===== src/rtl/muldiv_unit.sv =====
// Iterative RV32M multiply/divide unit: radix-2 shift-add multiply and restoring
// divide on operand magnitudes, with a one-cycle sign fix-up before writeback.
module muldiv_unit #(
  parameter int unsigned XLEN       = 32,
  parameter int unsigned REG_ADDR_W = 5
) (
  input  logic                  clk,
  input  logic                  reset,
  input  logic                  start,
  input  logic [2:0]            funct3,
  input  logic [XLEN-1:0]       op_a,
  input  logic [XLEN-1:0]       op_b,
  input  logic [REG_ADDR_W-1:0] rd_in,
  input  logic                  kill,
  output logic                  stall_req,
  output logic                  busy,
  output logic                  result_valid,
  output logic [XLEN-1:0]       result,
  output logic [REG_ADDR_W-1:0] rd_out
);

  localparam int unsigned CNT_W = $clog2(XLEN);
  localparam int unsigned ACC_W = 2 * XLEN;
  localparam logic [XLEN-1:0] MIN_NEG = {1'b1, {(XLEN-1){1'b0}}};

  typedef enum logic [1:0] {IDLE, CALC, FIXUP, DONE} state_t;

  state_t                  state_q, state_d;
  logic [ACC_W-1:0]        acc_q, acc_d;
  logic [XLEN-1:0]         b_q, b_d;
  logic [CNT_W-1:0]        cnt_q, cnt_d;
  logic [2:0]              f3_q, f3_d;
  logic [REG_ADDR_W-1:0]   rd_q, rd_d;
  logic                    neg_a_q, neg_a_d, neg_b_q, neg_b_d;
  logic                    result_valid_q, result_valid_d;
  logic [XLEN-1:0]         result_q, result_d;
  logic [REG_ADDR_W-1:0]   rd_out_q, rd_out_d;

  logic                    a_signed, b_signed, in_neg_a, in_neg_b;
  logic [XLEN-1:0]         abs_a, abs_b;
  logic [XLEN:0]           mul_sum;
  logic [ACC_W-1:0]        mul_next;
  logic [XLEN:0]           div_rsh;
  logic [XLEN+1:0]         div_sub;
  logic                    div_neg;
  logic [ACC_W-1:0]        div_next;
  logic [ACC_W-1:0]        prod_fix;
  logic [XLEN-1:0]         quo_fix, rem_fix;

  // Operand signedness per funct3: MULHSU treats only rs1 as signed.
  always_comb begin
    a_signed = 1'b0;
    b_signed = 1'b0;
    case (funct3)
      3'b000, 3'b001, 3'b100, 3'b110: begin a_signed = 1'b1; b_signed = 1'b1; end
      3'b010:                         a_signed = 1'b1;
      default: ;
    endcase
  end

  assign in_neg_a = a_signed & op_a[XLEN-1];
  assign in_neg_b = b_signed & op_b[XLEN-1];
  assign abs_a    = in_neg_a ? XLEN'(-op_a) : op_a;
  assign abs_b    = in_neg_b ? XLEN'(-op_b) : op_b;

  // Multiply step: add multiplicand into the high half when lsb set, then shift right.
  assign mul_sum  = {1'b0, acc_q[ACC_W-1:XLEN]} + (acc_q[0] ? {1'b0, b_q} : (XLEN+1)'(0));
  assign mul_next = {mul_sum, acc_q[XLEN-1:1]};

  // Divide step: shift {rem, quo} left, keep the trial subtraction when it does not borrow.
  assign div_rsh  = acc_q[ACC_W-1:XLEN-1];
  assign div_sub  = {1'b0, div_rsh} - (XLEN+2)'(b_q);
  assign div_neg  = div_sub[XLEN+1];
  assign div_next = {(div_neg ? div_rsh[XLEN-1:0] : div_sub[XLEN-1:0]),
                     acc_q[XLEN-2:0], ~div_neg};

  assign prod_fix = (neg_a_q ^ neg_b_q) ? ACC_W'(-acc_q) : acc_q;
  assign quo_fix  = (neg_a_q ^ neg_b_q) ? XLEN'(-acc_q[XLEN-1:0]) : acc_q[XLEN-1:0];
  assign rem_fix  = neg_a_q ? XLEN'(-acc_q[ACC_W-1:XLEN]) : acc_q[ACC_W-1:XLEN];

  always_comb begin
    state_d        = state_q;
    acc_d          = acc_q;
    b_d            = b_q;
    cnt_d          = cnt_q;
    f3_d           = f3_q;
    rd_d           = rd_q;
    neg_a_d        = neg_a_q;
    neg_b_d        = neg_b_q;
    result_valid_d = 1'b0;
    result_d       = result_q;
    rd_out_d       = rd_out_q;

    case (state_q)
      IDLE: begin
        if (start && !kill) begin
          f3_d    = funct3;
          rd_d    = rd_in;
          neg_a_d = in_neg_a;
          neg_b_d = in_neg_b;
          if (funct3[2] && op_b == '0) begin
            result_d = funct3[1] ? op_a : '1;
            state_d  = DONE;
          end else if (funct3[2] && !funct3[0] && op_a == MIN_NEG && op_b == '1) begin
            result_d = funct3[1] ? '0 : MIN_NEG;
            state_d  = DONE;
          end else begin
            acc_d   = {XLEN'(0), abs_a};
            b_d     = abs_b;
            cnt_d   = '0;
            state_d = CALC;
          end
        end
      end
      CALC: begin
        acc_d = f3_q[2] ? div_next : mul_next;
        cnt_d = cnt_q + CNT_W'(1);
        if (cnt_q == CNT_W'(XLEN - 1)) state_d = FIXUP;
      end
      FIXUP: begin
        case (f3_q)
          3'b000:         result_d = prod_fix[XLEN-1:0];
          3'b100, 3'b101: result_d = quo_fix;
          3'b110, 3'b111: result_d = rem_fix;
          default:        result_d = prod_fix[ACC_W-1:XLEN];
        endcase
        state_d = DONE;
      end
      DONE: begin
        result_valid_d = 1'b1;
        rd_out_d       = rd_q;
        state_d        = IDLE;
      end
      default: state_d = IDLE;
    endcase

    // A flush drops the operation without touching the writeback outputs.
    if (kill) begin
      state_d        = IDLE;
      result_valid_d = 1'b0;
      result_d       = result_q;
      rd_out_d       = rd_out_q;
    end
  end

  always_ff @(posedge clk) begin
    if (reset) begin
      state_q        <= IDLE;
      acc_q          <= '0;
      b_q            <= '0;
      cnt_q          <= '0;
      f3_q           <= '0;
      rd_q           <= '0;
      neg_a_q        <= 1'b0;
      neg_b_q        <= 1'b0;
      result_valid_q <= 1'b0;
      result_q       <= '0;
      rd_out_q       <= '0;
    end else begin
      state_q        <= state_d;
      acc_q          <= acc_d;
      b_q            <= b_d;
      cnt_q          <= cnt_d;
      f3_q           <= f3_d;
      rd_q           <= rd_d;
      neg_a_q        <= neg_a_d;
      neg_b_q        <= neg_b_d;
      result_valid_q <= result_valid_d;
      result_q       <= result_d;
      rd_out_q       <= rd_out_d;
    end
  end

  assign stall_req    = (state_q == IDLE && start && !kill) || state_q == CALC || state_q == FIXUP;
  assign busy         = (state_q != IDLE);
  assign result_valid = result_valid_q;
  assign result       = result_q;
  assign rd_out       = rd_out_q;

endmodule


===== config.mk =====
export PLATFORM = sky130hd
export DESIGN_NAME = muldiv_unit
export DESIGN_NICKNAME = d
export VERILOG_FILES = /design/src/rtl/muldiv_unit.sv
export SDC_FILE = /design/constraint.sdc
export NUM_CORES = 1
export LEC_CHECK = 0
export BUFFER_PORTS_ARGS = -buffer_cell sky130_fd_sc_hd__buf_4
export CORE_MARGIN = 2
export CORE_UTILIZATION = 50
export DETAILED_ROUTE_END_ITERATION = 10
export PLACE_DENSITY = 0.78
export SYNTH_ARGS = -nofsm -noshare
export SYNTH_HDL_FRONTEND = slang
export SYNTH_SLANG_ARGS = --single-unit

===== constraint.sdc =====
create_clock -name clk -period 3.5 [get_ports clk]
set_input_delay 0.175 -clock clk [delete_from_list [all_inputs] [get_ports clk]]
set_output_delay 0.175 -clock clk [all_outputs]
set_load 0.02 [all_outputs]

# Word-level counts from Yosys, hierarchy flattened
# Index checks and enable logic that the tools add are counted.
dict set report classes {
  shift 0
  n_mux 31
  order_cmp 0
  mul 0
  eq_ne 19
  n_bitwise 7
  add_sub_neg 8
  n_div 0
  reduce_logical 29
}
# op n
set op_table {}
lappend op_table {{two-way mux 32 bit} 11}
lappend op_table {{two-way mux 64 bit} 5}
lappend op_table {{negator 32 bit} 4}
lappend op_table {{case mux 64 bit (2 select lines)} 1}
lappend op_table {{case mux 32 bit (3 select lines)} 1}
lappend op_table {{equality test 32 bit (second input constant)} 2}
lappend op_table {{negator 64 bit} 1}
lappend op_table {{case mux 32 bit (2 select lines)} 1}
lappend op_table {{subtractor 33 x 32 -> 34 bit} 1}
lappend op_table {{adder 32 x 32 -> 33 bit} 1}
lappend op_table {{logical NOT 32 bit} 1}
lappend op_table {{equality test 3 bit (second input constant)} 6}
lappend op_table {{two-way mux 5 bit} 3}
lappend op_table {{AND reduction 4 bit} 3}
lappend op_table {{case mux 5 bit (2 select lines)} 1}
lappend op_table {{two-way mux 2 bit} 4}
lappend op_table {{!= test 2 bit (second input constant)} 4}
lappend op_table {{case mux 2 bit (4 select lines)} 1}
lappend op_table {{logical AND 1 bit} 7}
lappend op_table {{logical NOT 3 bit} 2}
lappend op_table {{AND reduction 2 bit} 3}
lappend op_table {{nonzero test 2 bit} 3}
lappend op_table {{OR reduction 2 bit} 3}
lappend op_table {{adder 5 x 1 -> 5 bit (second input constant)} 1}
lappend op_table {{15 further kinds} 24}
dict set report word_totals {
  latch_bits 0
  rom_bits 0
  n_memories 0
  elab_cells 105
  output_inout_bits 40
  ram_bits 0
  in_bits 76
  ff_bits 151
}

# Logic depth before layout (Yosys ltp)
dict set report depth {
  word_depth 9
  ltp_mapped 15
  mapped_depth_nobuf 13
}

# Worst setup path before layout
# No wires, ideal clock.
dict set report synth_timing {
  path_kind {register -> register}
  startpoint {register acc_q[0]}
  endpoint {register acc_q[61]}
  stages_incl_launch_ff 15
  n_path_buf 3
  arrival_ns 3.116
  required_ns 3.421
  setup_ns 0.079
  setup_slack_ns 0.305
  path_cell_list {dfxtp_1 -> clkbuf_1 -> inv_1 -> clkbuf_1 -> nor2_1 -> ha_1 -> clkbuf_1 -> nand4_1 -> or2_2 -> o21ai_0 -> o21ai_0 -> o31a_1 -> mux2i_1 -> or3_1 -> o211ai_1}
}
dict set report synth_between {
  elab_chain_len 4
}
# item line_no
set synth_lines {}
lappend synth_lines {{start: declaration} 29} ;# logic [ACC_W-1:0] acc_q, acc_d;
lappend synth_lines {{start signal: assignment} 149} ;# acc_q <= '0;
lappend synth_lines {{start signal: assignment} 161} ;# acc_q <= acc_d;
lappend synth_lines {{two-way mux 32 bit} 67} ;# assign mul_sum = {1'b0, acc_q[ACC_W-1:XLEN]} + (acc_q[0] ? {1'b0, b_q} : (XLEN+1)'(0));
lappend synth_lines {{adder 32 x 32 -> 33 bit} 67}
lappend synth_lines {{two-way mux 64 bit} 116} ;# acc_d = f3_q[2] ? div_next : mul_next;
lappend synth_lines {{case mux 64 bit (2 select lines)} 94} ;# case (state_q)
# No other way between the ends.
# A chain may end at the register's enable or synchronous reset.

# Worst setup path in the final report
dict set report layout_timing {
  startpoint {register acc_q[4]}
  endpoint {register result_q[19] (netlist: result[19])}
}
dict set report layout_between {
  elab_chain_len 4
}
# item line_no
set layout_lines {}
lappend layout_lines {{negator 64 bit or negator 32 bit (tied branches)} {77, 78}}
lappend layout_lines {{two-way mux 64 bit or two-way mux 32 bit (tied branches)} {77, 78}}
lappend layout_lines {{case mux 32 bit (3 select lines) (*)} 121} ;# case (f3_q)
lappend layout_lines {{case mux 32 bit (2 select lines) (*)} 94}
lappend layout_lines {{end signal: assignment} 169} ;# result_q <= result_d;
lappend layout_lines {{end: declaration} 36} ;# logic [XLEN-1:0] result_q, result_d;
# Every way passes the cells marked *; elsewhere a longest branch is shown, timed or not.

==> metrics.cfg <==
[synth]
postSynthRegisterBits=151
avgSynthCellArea_um2=7.22
ys_dominant_reg_cell=dfxtp_1
synth_cell_types=81
synth_top_family_by_area=compound AO/OA/AOI/OAI gates
synth_simple_gate_area_frac=0.216
yosys_warnings=0
synth-compound-area-share=0.291
netlist_area_um2=14200
synthArstFlopShare=0
synthMuxAreaShare=0.0388
synthXorXnorAreaFrac=0.113
synth_fa_ha_area_frac=0.0687
synth-edff-count=0
synth_cells=1974
synth_seq_area_share=0.212
mappedNetlistNets=2127

[worst_setup_path]
cp-end-kind=flip-flop
critPathMaxFanout=7
crit_chain=or4_1 -> nor4_2 -> buf_4 -> and2_1 -> a21oi_1 -> xnor2_1 -> a221oi_1 -> nand2_1 -> a311o_1 -> a311oi_1
crit_slowest_cell=or4_1
cp_top_family=simple AND/OR/NAND/NOR gates
slowest_delay_ns=0.53
crit_buf_inv=1
cp-start-kind=flip-flop
worstPathArrival_ns=3.70
worstPathRequired_ns=3.86
critPathKind=reg -> reg

[timing]
fin_setup_tns_ns=0
finalCriticalPeriod_ns=3.34
setup_viol=0
slew_viol_final=0
relSlewSlack=0.296
fmax_mhz=299
worst_clock_skew_ns=0.0163
fin_hold_ws_ns=0.000897
worst_slack_ns=0.158
hold_viol=0
worstMarginPinSlew_ns=1.05
rsz0062_at_grt=false
period_share=0.955

[hold_path]
hold_class=in -> reg

[run]
drv_cap=0

[global_route]
grt_pass1_vias=15200
antenna_found_initial=2
grt_max_degree=93
grt_pass1_wl_mm=82.7
grt_overflow=0
track_usage=0.342

[route]
first_pass_iters=6
post_drt_wl_per_cell_um=21.2
wirelength_mm=53.0
drt_iter0_drc=1838
wl_met3_mm=6.09
vias=16100
drc_errors=0
vias_per_cell=6.45
met2_length_mm=23.2
postRouteAntennaNets=0
drt-met1-wl_mm=21.6
top_layer=met5

[die]
core.rowCount=61
die_h_um=173
fp.dieW_um=173
ioPinCount=116
initial_utilization=0.510
core_um2=27900
die_area_um2=29900

[clocking]
clock_sinks=151
clockRootBuffer=clkbuf_16
cts_tree=built
cts_buffers=17
clk_pin_slew_ns=0.07
clock_path_buffers=2
clock_latency_ns=0.46
htree_levels=4

[layout]
final_common_cell=buf_4
drive_gt1_frac=0.148
final_cell_mix=235 x buf_4, 211 x nor2_1, 200 x nand2_1
syn2layout_area_growth_pct=18.3
final_util=0.603
antenna_cells=0
fill_cells=2621
layout.nets=2259

[run_status]
outcome=finished clean

[power_and_ir_drop]
p_leak_nw=6.64
powerDensity_nw_per_um2=311
total_power_w=0.00524
vdd_ir_drop_max_uv=264

[placed_design]
dp_slack_ns=-0.274
portBuffers=115
hpwl_mm=40.5
gp_congestion=0.984

-- layout make-up --
| class | instances | area (um^2) | area share |
|---|---|---|---|
| Inverter | 80 | 300 | 0.0178 |
| Multi-Input combinational cell | 1607 | 10500 | 0.620 |
| Tap cell | 378 | 473 | 0.0281 |
| Sequential cell | 151 | 3020 | 0.179 |
| Clock buffer | 17 | 425 | 0.0252 |
| Clock inverter | 15 | 214 | 0.0127 |
| Timing Repair Buffer | 249 | 1970 | 0.117 |
-- registers in the layout, summed over array words and instances (netlist names) --
register / cells
state_q: 2
rd_q: 5
acc_q: 64
cnt_q: 5
neg_b_q: 1
result: 32
b_q: 32
f3_q: 3
neg_a_q: 1
rd_out: 5
result_valid: 1
-- through the flow --
stage,std cells,instance area [um^2]
floorplan,1974,14200
global placement,2457,16100
detailed placement,2457,16100
CTS,2496,16800
global route,2497,16900
finish,2497,16900
-- tightest hold or removal path: cells and delay by family --
family	cells	cell delay, ns
AO/OA/AOI/OAI	1	0.05
buffers and inverters	1	0.13
AND/OR/NAND/NOR	1	0.05
-- cell families after synthesis --
kind of cell,count (synthesis)
and+or+nand+nor,657
AOI/OAI and AO/OA,634
buffers and inverters,216
xor gates and xnor gates,184
DFF,151
adders and majority gates,77
muxes,55
-- cell usage after synthesis, types with 23 or more instances --
cell | instances | area [um^2]
nor2_1 | 212 | 796
nand2_1 | 200 | 751
a21oi_1 | 169 | 846
dfxtp_1 | 151 | 3020
o21ai_0 | 122 | 611
xnor2_1 | 114 | 998
clkbuf_1 | 111 | 417
inv_1 | 77 | 289
ha_1 | 75 | 938
xor2_1 | 70 | 613
a211oi_1 | 56 | 420
mux2i_1 | 53 | 531
nor3_1 | 46 | 230
o211ai_1 | 46 | 345
o31ai_1 | 31 | 233
nand3_1 | 29 | 145
a21o_1 | 28 | 210
nand4_1 | 24 | 150
nor4_1 | 23 | 144
-- per-layer routing --
| layer | track usage | vias to the layer above |
|---|---|---|
| met5 | 0 | - |
| met4 | 0.135 | 4 |
| met3 | 0.0886 | 179 |
| li1 | - | 7469 |
| met1 | 0.451 | 7451 |
| met2 | 0.535 | 1011 |
-- final timing paths --
kind,start,slack [ns],to,cells past startpoint
setup / recovery,acc_q[4],0.16,result[19],10
hold / removal,funct3[2],0.0009,f3_q[2],3
setup reg to reg,acc_q[4],0.16,result[19],10
hold reg to reg,rd_q[3],0.45,rd_q[3],2
-- timing repair --
action                                  CTS  global route
endpoints found under the setup margin    3            18
setup buffers                             0             1
pin swaps                                 1             1
hold buffers                              7             0
gates resized for setup                   2             9
endpoints found under the hold margin     8             0
-- report_power, final --
group	switching [W]	total [W]	leakage (nW)	internal, W
clock network	0.000884	0.00210	0.312	0.00121
logic	0.000787	0.00130	5.10	0.000512
registers	0.0000680	0.00184	1.23	0.00178
No activity file was read; power rests on OpenSTA's default activity.
